===== config.mk =====
export PLATFORM = sky130hd
export DESIGN_NAME = spi_window_receiver
export DESIGN_NICKNAME = d
export VERILOG_FILES = /design/src/rtl/spi_window_receiver.sv
export SDC_FILE = /design/constraint.sdc
export NUM_CORES = 1
export LEC_CHECK = 0
export ABC_AREA = 1
export CORE_ASPECT_RATIO = 0.7
export CORE_MARGIN = 2
export CORE_UTILIZATION = 31
export CTS_CLUSTER_DIAMETER = 30
export DETAILED_ROUTE_END_ITERATION = 8
export DONT_BUFFER_PORTS = 1
export GPL_ROUTABILITY_DRIVEN = 0
export PLACE_DENSITY = 0.42
export SYNTH_ARGS = -nofsm -noshare
export SYNTH_HDL_FRONTEND = slang
export SYNTH_SLANG_ARGS = --single-unit

===== constraint.sdc =====
create_clock -name mainClk -period 2 [get_ports mainClk]
set_input_delay 0.3 -clock mainClk [delete_from_list [all_inputs] [get_ports mainClk]]
set_output_delay 0.3 -clock mainClk [all_outputs]
set_load 0.05 [all_outputs]

===== src/rtl/spi_window_receiver.sv =====
// ----------------------------------------------------------------------------
// spi_window_receiver
//   Receives fixed-length SPI words (mode 0, MSB first) carrying CHANNELS
//   pixel samples and keeps a per-channel horizontal sliding window of the
//   last WIN pixels of the current row. Each updated window is offered on a
//   valid/ready handshake together with its raster coordinates. The SPI pins
//   are oversampled in the mainClk domain (mainClk >= 4x sclk).
//
// Ports
//   mainClk, nreset        system clock, async active-low reset
//   sclk, sdi, ncs         raw SPI pins (asynchronous to mainClk)
//   clearCoords            pulse: next accepted word lands at (0,0)
//   outReady               downstream accepts the presented window
//   pixelWindow            sample [c][s] at bit (c*WIN+s)*PIXEL_BITS,
//                          slot 0 oldest, slot WIN-1 newest
//   windowValid            window holds an unconsumed update
//   windowFull             every slot belongs to the current row
//   xVal, yVal             coordinates of the newest pixel
//   frameDone              valid window is the last pixel of the frame
//   overflow               sticky: a word overwrote an unaccepted window
// ----------------------------------------------------------------------------
module spi_window_receiver #(
    parameter int MSG_BITS   = 16,
    parameter int PIXEL_BITS = 4,
    parameter int CHANNELS   = 3,
    parameter int WIN        = 3,
    parameter int IMG_WIDTH  = 320,
    parameter int IMG_HEIGHT = 240
) (
    input  logic                                  mainClk,
    input  logic                                  nreset,
    input  logic                                  sclk,
    input  logic                                  sdi,
    input  logic                                  ncs,
    input  logic                                  clearCoords,
    input  logic                                  outReady,
    output logic [CHANNELS*WIN*PIXEL_BITS-1:0]    pixelWindow,
    output logic                                  windowValid,
    output logic                                  windowFull,
    output logic [$clog2(IMG_WIDTH)-1:0]          xVal,
    output logic [$clog2(IMG_HEIGHT)-1:0]         yVal,
    output logic                                  frameDone,
    output logic                                  overflow
);

    localparam int PB = PIXEL_BITS;
    localparam int PW = CHANNELS * WIN * PIXEL_BITS;
    localparam int XW = $clog2(IMG_WIDTH);
    localparam int YW = $clog2(IMG_HEIGHT);
    localparam int CW = $clog2(MSG_BITS + 1);

    localparam logic [XW-1:0] X_LAST    = XW'(IMG_WIDTH - 1);
    localparam logic [YW-1:0] Y_LAST    = YW'(IMG_HEIGHT - 1);
    localparam logic [CW-1:0] CNT_LAST  = CW'(MSG_BITS - 1);

    if (CHANNELS * PIXEL_BITS > MSG_BITS) begin : g_bad_payload
        $error("spi_window_receiver: CHANNELS*PIXEL_BITS exceeds MSG_BITS");
    end
    if (WIN < 1) begin : g_bad_win
        $error("spi_window_receiver: WIN must be >= 1");
    end

    // ------------------------------------------------------------------
    // Pin synchronisers. Reset to the idle bus state so no edge or
    // chip-select is seen while coming out of reset.
    // ------------------------------------------------------------------
    logic sclk_meta_q, sclk_sync_q, sclk_prev_q;
    logic sdi_meta_q,  sdi_sync_q;
    logic ncs_meta_q,  ncs_sync_q;

    always_ff @(posedge mainClk or negedge nreset) begin
        if (!nreset) begin
            sclk_meta_q <= 1'b0;
            sclk_sync_q <= 1'b0;
            sclk_prev_q <= 1'b0;
            sdi_meta_q  <= 1'b0;
            sdi_sync_q  <= 1'b0;
            ncs_meta_q  <= 1'b1;
            ncs_sync_q  <= 1'b1;
        end else begin
            sclk_meta_q <= sclk;
            sclk_sync_q <= sclk_meta_q;
            sclk_prev_q <= sclk_sync_q;
            sdi_meta_q  <= sdi;
            sdi_sync_q  <= sdi_meta_q;
            ncs_meta_q  <= ncs;
            ncs_sync_q  <= ncs_meta_q;
        end
    end

    logic sclk_rise;
    assign sclk_rise = sclk_sync_q & ~sclk_prev_q;

    // ------------------------------------------------------------------
    // Receive FSM
    // ------------------------------------------------------------------
    typedef enum logic {S_IDLE, S_SHIFT} rx_state_t;

    rx_state_t             state_q, state_d;
    logic [CW-1:0]         cnt_q, cnt_d;
    logic [MSG_BITS-1:0]   shift_q, shift_d;
    logic                  word_done_q, word_done_d;

    always_ff @(posedge mainClk or negedge nreset) begin
        if (!nreset) begin
            state_q     <= S_IDLE;
            cnt_q       <= '0;
            shift_q     <= '0;
            word_done_q <= 1'b0;
        end else begin
            state_q     <= state_d;
            cnt_q       <= cnt_d;
            shift_q     <= shift_d;
            word_done_q <= word_done_d;
        end
    end

    always_comb begin
        state_d     = ncs_sync_q ? S_IDLE : S_SHIFT;
        cnt_d       = cnt_q;
        shift_d     = shift_q;
        word_done_d = 1'b0;
        case (state_q)
            S_IDLE: cnt_d = '0;
            S_SHIFT: begin
                if (ncs_sync_q) begin
                    // deselect mid-word: partial word is dropped
                    cnt_d = '0;
                end else if (sclk_rise) begin
                    shift_d = {shift_q[MSG_BITS-2:0], sdi_sync_q};
                    if (cnt_q == CNT_LAST) begin
                        // stay in SHIFT so words can stream back-to-back
                        cnt_d       = '0;
                        word_done_d = 1'b1;
                    end else begin
                        cnt_d = cnt_q + 1'b1;
                    end
                end
            end
            default: cnt_d = '0;
        endcase
    end

    // ------------------------------------------------------------------
    // Window / coordinate datapath. The completed word stays in shift_q
    // for the word_done_q cycle because the next sclk rise is at least
    // two mainClk cycles away.
    // ------------------------------------------------------------------
    logic [PW-1:0]  win_q, win_d, win_new;
    logic [XW-1:0]  x_q, x_d, nx_q, nx_d, ex;
    logic [YW-1:0]  y_q, y_d, ny_q, ny_d, ey;
    logic           valid_q, valid_d;
    logic           full_q, full_d;
    logic           done_q, done_d;
    logic           ovf_q, ovf_d;

    // clearCoords in the accept cycle already applies to that word
    assign ex = clearCoords ? '0 : nx_q;
    assign ey = clearCoords ? '0 : ny_q;

    for (genvar c = 0; c < CHANNELS; c++) begin : g_ch
        for (genvar s = 0; s < WIN; s++) begin : g_slot
            if (s == WIN - 1) begin : g_newest
                assign win_new[(c*WIN+s)*PB +: PB] = shift_q[(CHANNELS-1-c)*PB +: PB];
            end else begin : g_older
                // a new row starts with an empty history
                assign win_new[(c*WIN+s)*PB +: PB] =
                    (ex == '0) ? '0 : win_q[(c*WIN+s+1)*PB +: PB];
            end
        end
    end

    always_ff @(posedge mainClk or negedge nreset) begin
        if (!nreset) begin
            win_q   <= '0;
            x_q     <= '0;
            y_q     <= '0;
            nx_q    <= '0;
            ny_q    <= '0;
            valid_q <= 1'b0;
            full_q  <= 1'b0;
            done_q  <= 1'b0;
            ovf_q   <= 1'b0;
        end else begin
            win_q   <= win_d;
            x_q     <= x_d;
            y_q     <= y_d;
            nx_q    <= nx_d;
            ny_q    <= ny_d;
            valid_q <= valid_d;
            full_q  <= full_d;
            done_q  <= done_d;
            ovf_q   <= ovf_d;
        end
    end

    always_comb begin
        win_d   = win_q;
        x_d     = x_q;
        y_d     = y_q;
        nx_d    = nx_q;
        ny_d    = ny_q;
        valid_d = valid_q;
        full_d  = full_q;
        done_d  = done_q;
        ovf_d   = ovf_q;
        if (word_done_q) begin
            win_d   = win_new;
            x_d     = ex;
            y_d     = ey;
            valid_d = 1'b1;
            full_d  = (32'(ex) >= 32'(WIN - 1));
            done_d  = (ex == X_LAST) && (ey == Y_LAST);
            if (ex == X_LAST) begin
                nx_d = '0;
                ny_d = (ey == Y_LAST) ? '0 : ey + 1'b1;
            end else begin
                nx_d = ex + 1'b1;
                ny_d = ey;
            end
            // a same-cycle handshake consumes the old window: no overflow
            if (valid_q && !outReady) begin
                ovf_d = 1'b1;
            end
        end else begin
            if (clearCoords) begin
                nx_d = '0;
                ny_d = '0;
            end
            if (valid_q && outReady) begin
                valid_d = 1'b0;
                done_d  = 1'b0;
            end
        end
    end

    assign pixelWindow = win_q;
    assign windowValid = valid_q;
    assign windowFull  = full_q;
    assign xVal        = x_q;
    assign yVal        = y_q;
    assign frameDone   = done_q;
    assign overflow    = ovf_q;

endmodule


-- Word level (Yosys, flattened, before mapping)
Index checks and enable logic that the tools add are counted.
Widths: inputs -> output; s select.
- bits of input ports: 7
- logic and storage cells: 65
- flip-flop bits (word level): 100
- equality and inequality tests: 4
- muxes and demuxes: 25
- $add $sub $neg: 3
- reduce and logical (&&, ||, !) cells: 8
- magnitude comparators: 1
- bitwise logic cells: 4
- operators with widths (kind ; count):
    $mux 8 ; 4
    $mux 9 ; 3
    $mux 4 ; 6
    $mux 5 ; 3
    $pmux 5 s2 ; 1
    $add 9x1->9 const B ; 1
    $eq 9x9->1 const B ; 1
    $ge 9x2->1 const B ; 1
    $logic_not 9->1 ; 1
    $add 8x1->8 const B ; 1
    $eq 8x8->1 const B ; 1
    $mux 1 ; 8
    $add 5x1->5 const B ; 1
    $eq 5x4->1 const B ; 1
    $logic_and 1x1->1 ; 3
    $ne 3x3->1 const B ; 1
    $not 1->1 ; 3
    $reduce_and 3->1 ; 1
    $reduce_and 2->1 ; 1
    $reduce_bool 2->1 ; 1
    $and 1x1->1 ; 1
    $logic_not 1->1 ; 1

-- Depth between registers and ports, before layout
- word-level depth: 5
- depth in mapped cells: 12
- gate-level depth less buffers: 12

-- Least setup slack after synthesis
No wires, ideal clock.
- path kind: input to register
- start point: input clearCoords
- end point: register ny_q[2]
- data required time: 1.882 ns
- slack: 0.348 ns
- path buffers: 1
- arrival time: 1.534 ns
- stages on the path: 12
- cell sequence: inv_4 -> nand2_1 -> inv_1 -> ha_1 -> nand2_1 -> nor2_4 -> nand2_2 -> nor3_4 -> buf_6 -> nand2_2 -> xnor2_1 -> inv_1
- RTL lines (element ; RTL line ; RTL):
    start, declared ; 35 ; input logic clearCoords,
    $mux 9 ; - ;
    named net ex[0] ; 150 ; logic [XW-1:0] x_q, x_d, nx_q, nx_d, ex;
    $eq 9x9->1 ; 214 ; if (ex == X_LAST) begin
    $mux 8 ; 214 ;
    $mux 8 ; 207 ; if (word_done_q) begin
    named net ny_d[2] ; 151 ; logic [YW-1:0] y_q, y_d, ny_q, ny_d, ey;
    end signal, assigned ; 189 ; ny_q <= ny_d;
    end, declared ; 151 ;
The timed path passes the listed nets, and every way through them passes these cells.
A chain may end at the register's enable or synchronous reset.

-- Final worst setup path
- start point: register nx_q[1]
- end point: register ny_q[7]
- longest elaborated chain between the ends: 4
- RTL lines (element ; RTL line ; RTL):
    start, declared ; 150 ;
    start signal, assigned ; 188 ; nx_q <= nx_d;
    $mux 9 ; - ;
    named net ex[1] ; 150 ;
    $eq 9x9->1 ; 214 ;
    $mux 8 ; 214 ;
    $mux 8 ; 207 ;
    named net ny_d[7] ; 151 ;
The timed path passes the listed nets, and every way through them passes these cells.

==> results.json <==
{
  "critPathKind": "flop to flop",
  "synth_cell_type_count": 31,
  "setup_tns_ns": 0,
  "yosys_warnings": 0,
  "crit_path_end_kind": "flop",
  "final.fill_count": 1446,
  "period_needed_ns": 1.81,
  "violations": "hold timing",
  "cts_tree": "yes",
  "drc": 0,
  "setup_viol": 0,
  "area_growth_pct": 13.3,
  "hpwl_um": 6520,
  "ys_seq_elements": 100,
  "grt_usage_pct": 13.3,
  "max_freq_ghz": 0.553,
  "worstMarginPinSlew_ns": 0.580,
  "post_dp_cell_area_um2": 4560,
  "fin_util_pct": 35.7,
  "routed_wl_um": 9580,
  "clk_path_buf_depth": 2,
  "skew_ns": 0.0118,
  "portBuffers": 0,
  "num_rows": 36,
  "seqCellArea_um2": 2510,
  "die_h_um": 103,
  "drv_cap": 0,
  "wl_per_cell_um": 14.2,
  "vias_per_cell": 4.53,
  "syn-num-nets": 483,
  "avgSynthCellArea_um2": 9.21,
  "ctsHoldBuffers": 3,
  "drt_iter0_drc": 251,
  "nets": 490,
  "vias": 3046,
  "layout_commonest_cell": "nand2_1",
  "clock-sinks": 100,
  "multiInputGateArea_um2": 1610,
  "initial_core_util_pct": 31.5,
  "startpoint_type": "flop",
  "cts-resized-gates": 0,
  "core_area_um2": 13800,
  "grt_pass1_wl_um": 15800,
  "overflow": 0,
  "leakagePower_nw": 2.33,
  "rsz0062_at_grt": "false",
  "power.total_mw": 4.05,
  "min-delay-path-class": "input port to asynchronous set/reset pin",
  "power_density_nw_per_um2": 825,
  "clkSlewWorstSetupHoldPaths_ns": 0.08,
  "cts.htree.levels": 3,
  "boundaryPins": 64,
  "fp.dieArea_um2": 15000,
  "worstPathArrival_ns": 2.09,
  "ir_worst_vdd_v": 0.000375,
  "n_antenna_cell": 0,
  "drive_above_1_share_pct": 14.7,
  "worstPathMaxFanout": 9,
  "holdWs_ns": -0.360,
  "dr.pass1.iters": 4,
  "die_w_um": 145,
  "yosysSeqAreaShare_pct": 57.7,
  "antenna_found_initial": 0,
  "grt_pass1_vias": 2949,
  "design_area_um2": 4910,
  "cts_root_buffer": "clkbuf_16",
  "clk_latency_ns": 0.35,
  "maxSlewHeadroom_pct": 61.3,
  "ant_nets": 0,
  "grt_max_degree": 101,
  "mostFrequentLayoutCells": "184 x nand2_1, 97 x dfrtp_1, 29 x inv_1",
  "syn_inst": 471,
  "post_cts_buffers": 0,
  "fin_crit_sh_pct": 90.4,
  "status": "complete, but fails checks",
  "numCtsBuffers": 9,
  "netlist_area_um2": 4340,
  "worstPathRequired_ns": 2.28,
  "slew_violations": 0,
  "hold_viol_final": 100
}
stage by stage:
stage          instances  hold slack [ns]  worst slack, ns
6_report             673           -0.360            0.192
5_1_grt              673           -0.383           0.0102
4_1_cts              673           -0.375            0.175
3_5_place_dp         654          0.00628            0.189
3_3_place_gp         654          0.00635            0.261
2_1_floorplan        471          0.00441            0.348
report_power, final:
| group | switching, mW | internal (mW) | total, mW |
|---|---|---|---|
| sequential | 0.0324 | 2.07 | 2.10 |
| clock | 0.788 | 1.11 | 1.89 |
| combinational | 0.0353 | 0.0267 | 0.0620 |
logic make-up after synthesis:
group,count (synthesis),share of synthesized area (%)
fa+ha+maj,5,1.44
simple gates,273,29.8
buf+inv,51,5.25
flops,100,57.7
compound gates,36,4.61
xor+xnor,6,1.21
layout make-up:
class	instances	area share, %
multi-input combinational	320	32.7
timing repair buffer	14	2.29
sequential	100	51.0
tap	190	4.84
inverter	33	2.57
clock buffer	9	4.58
clock inverter	7	2.04
path summary, 6_finish.rpt:
path | startpoint | to | slack (ns) | depth (start not counted)
worst max-delay path | nx_q[1] | ny_q[7] | 0.19 | 11
worst min-delay path | nreset | pixelWindow[14] | -0.36 | 0
worst max register to register | nx_q[1] | ny_q[7] | 0.19 | 11
worst min register to register | sdi_meta_q | sdi_sync_q | 0.35 | 0
max in group asynchronous | nreset | ncs_meta_q | 2.08 | 0
min in group mainClk | outReady | windowValid | 0.13 | 3
state kept, by name, indices dropped and copies added, names as in the netlist, 5 cells and up:
| register | count |
|---|---|
| shift_q | 12 |
| cnt_q | 5 |
| xVal | 9 |
| ny_q | 8 |
| nx_q | 9 |
| yVal | 8 |
| pixelWindow | 36 |
routing by layer:
metal  GRT usage [%]  share of wire [%]  wire (um)  up-vias
met3            4.60                5.1        489        9
met5               0                  0          0        -
met1            20.0                 54       5160     1463
met4            3.92                1.2        113        0
met2            17.9                 40       3820       59
li1                -                  -          -     1515
critical path: stages, from the launching register on:
cell     delay (ns)
dfrtp_1        0.34
inv_1          0.04
nor2_1         0.13
ha_1           0.19
nand2_1        0.09
nor2_4         0.16
nand2_2        0.11
nor3_4         0.34
nand3_1        0.13
nand2_1        0.09
nand2_1        0.05
nor2_1         0.08
Yosys cell counts (all sizes together):
library cell,n,area [um^2]
xor2,4,35.0
dfstp,2,52.6
xnor2,2,17.5
ha,5,62.6
nor2,23,101
o22ai,3,18.8
nand4,7,43.8
a21oi,5,25.0
nand2,195,784
o31ai,1,7.51
o21a,1,7.51
nor3,10,66.3
o21bai,1,7.51
inv,33,126
dfrtp,98,2450
o21ai,23,119
clkbuf,11,41.3
nand3,38,295
a211oi,2,15.0
buf,7,60.1
(Power assumes the default switching activity.)
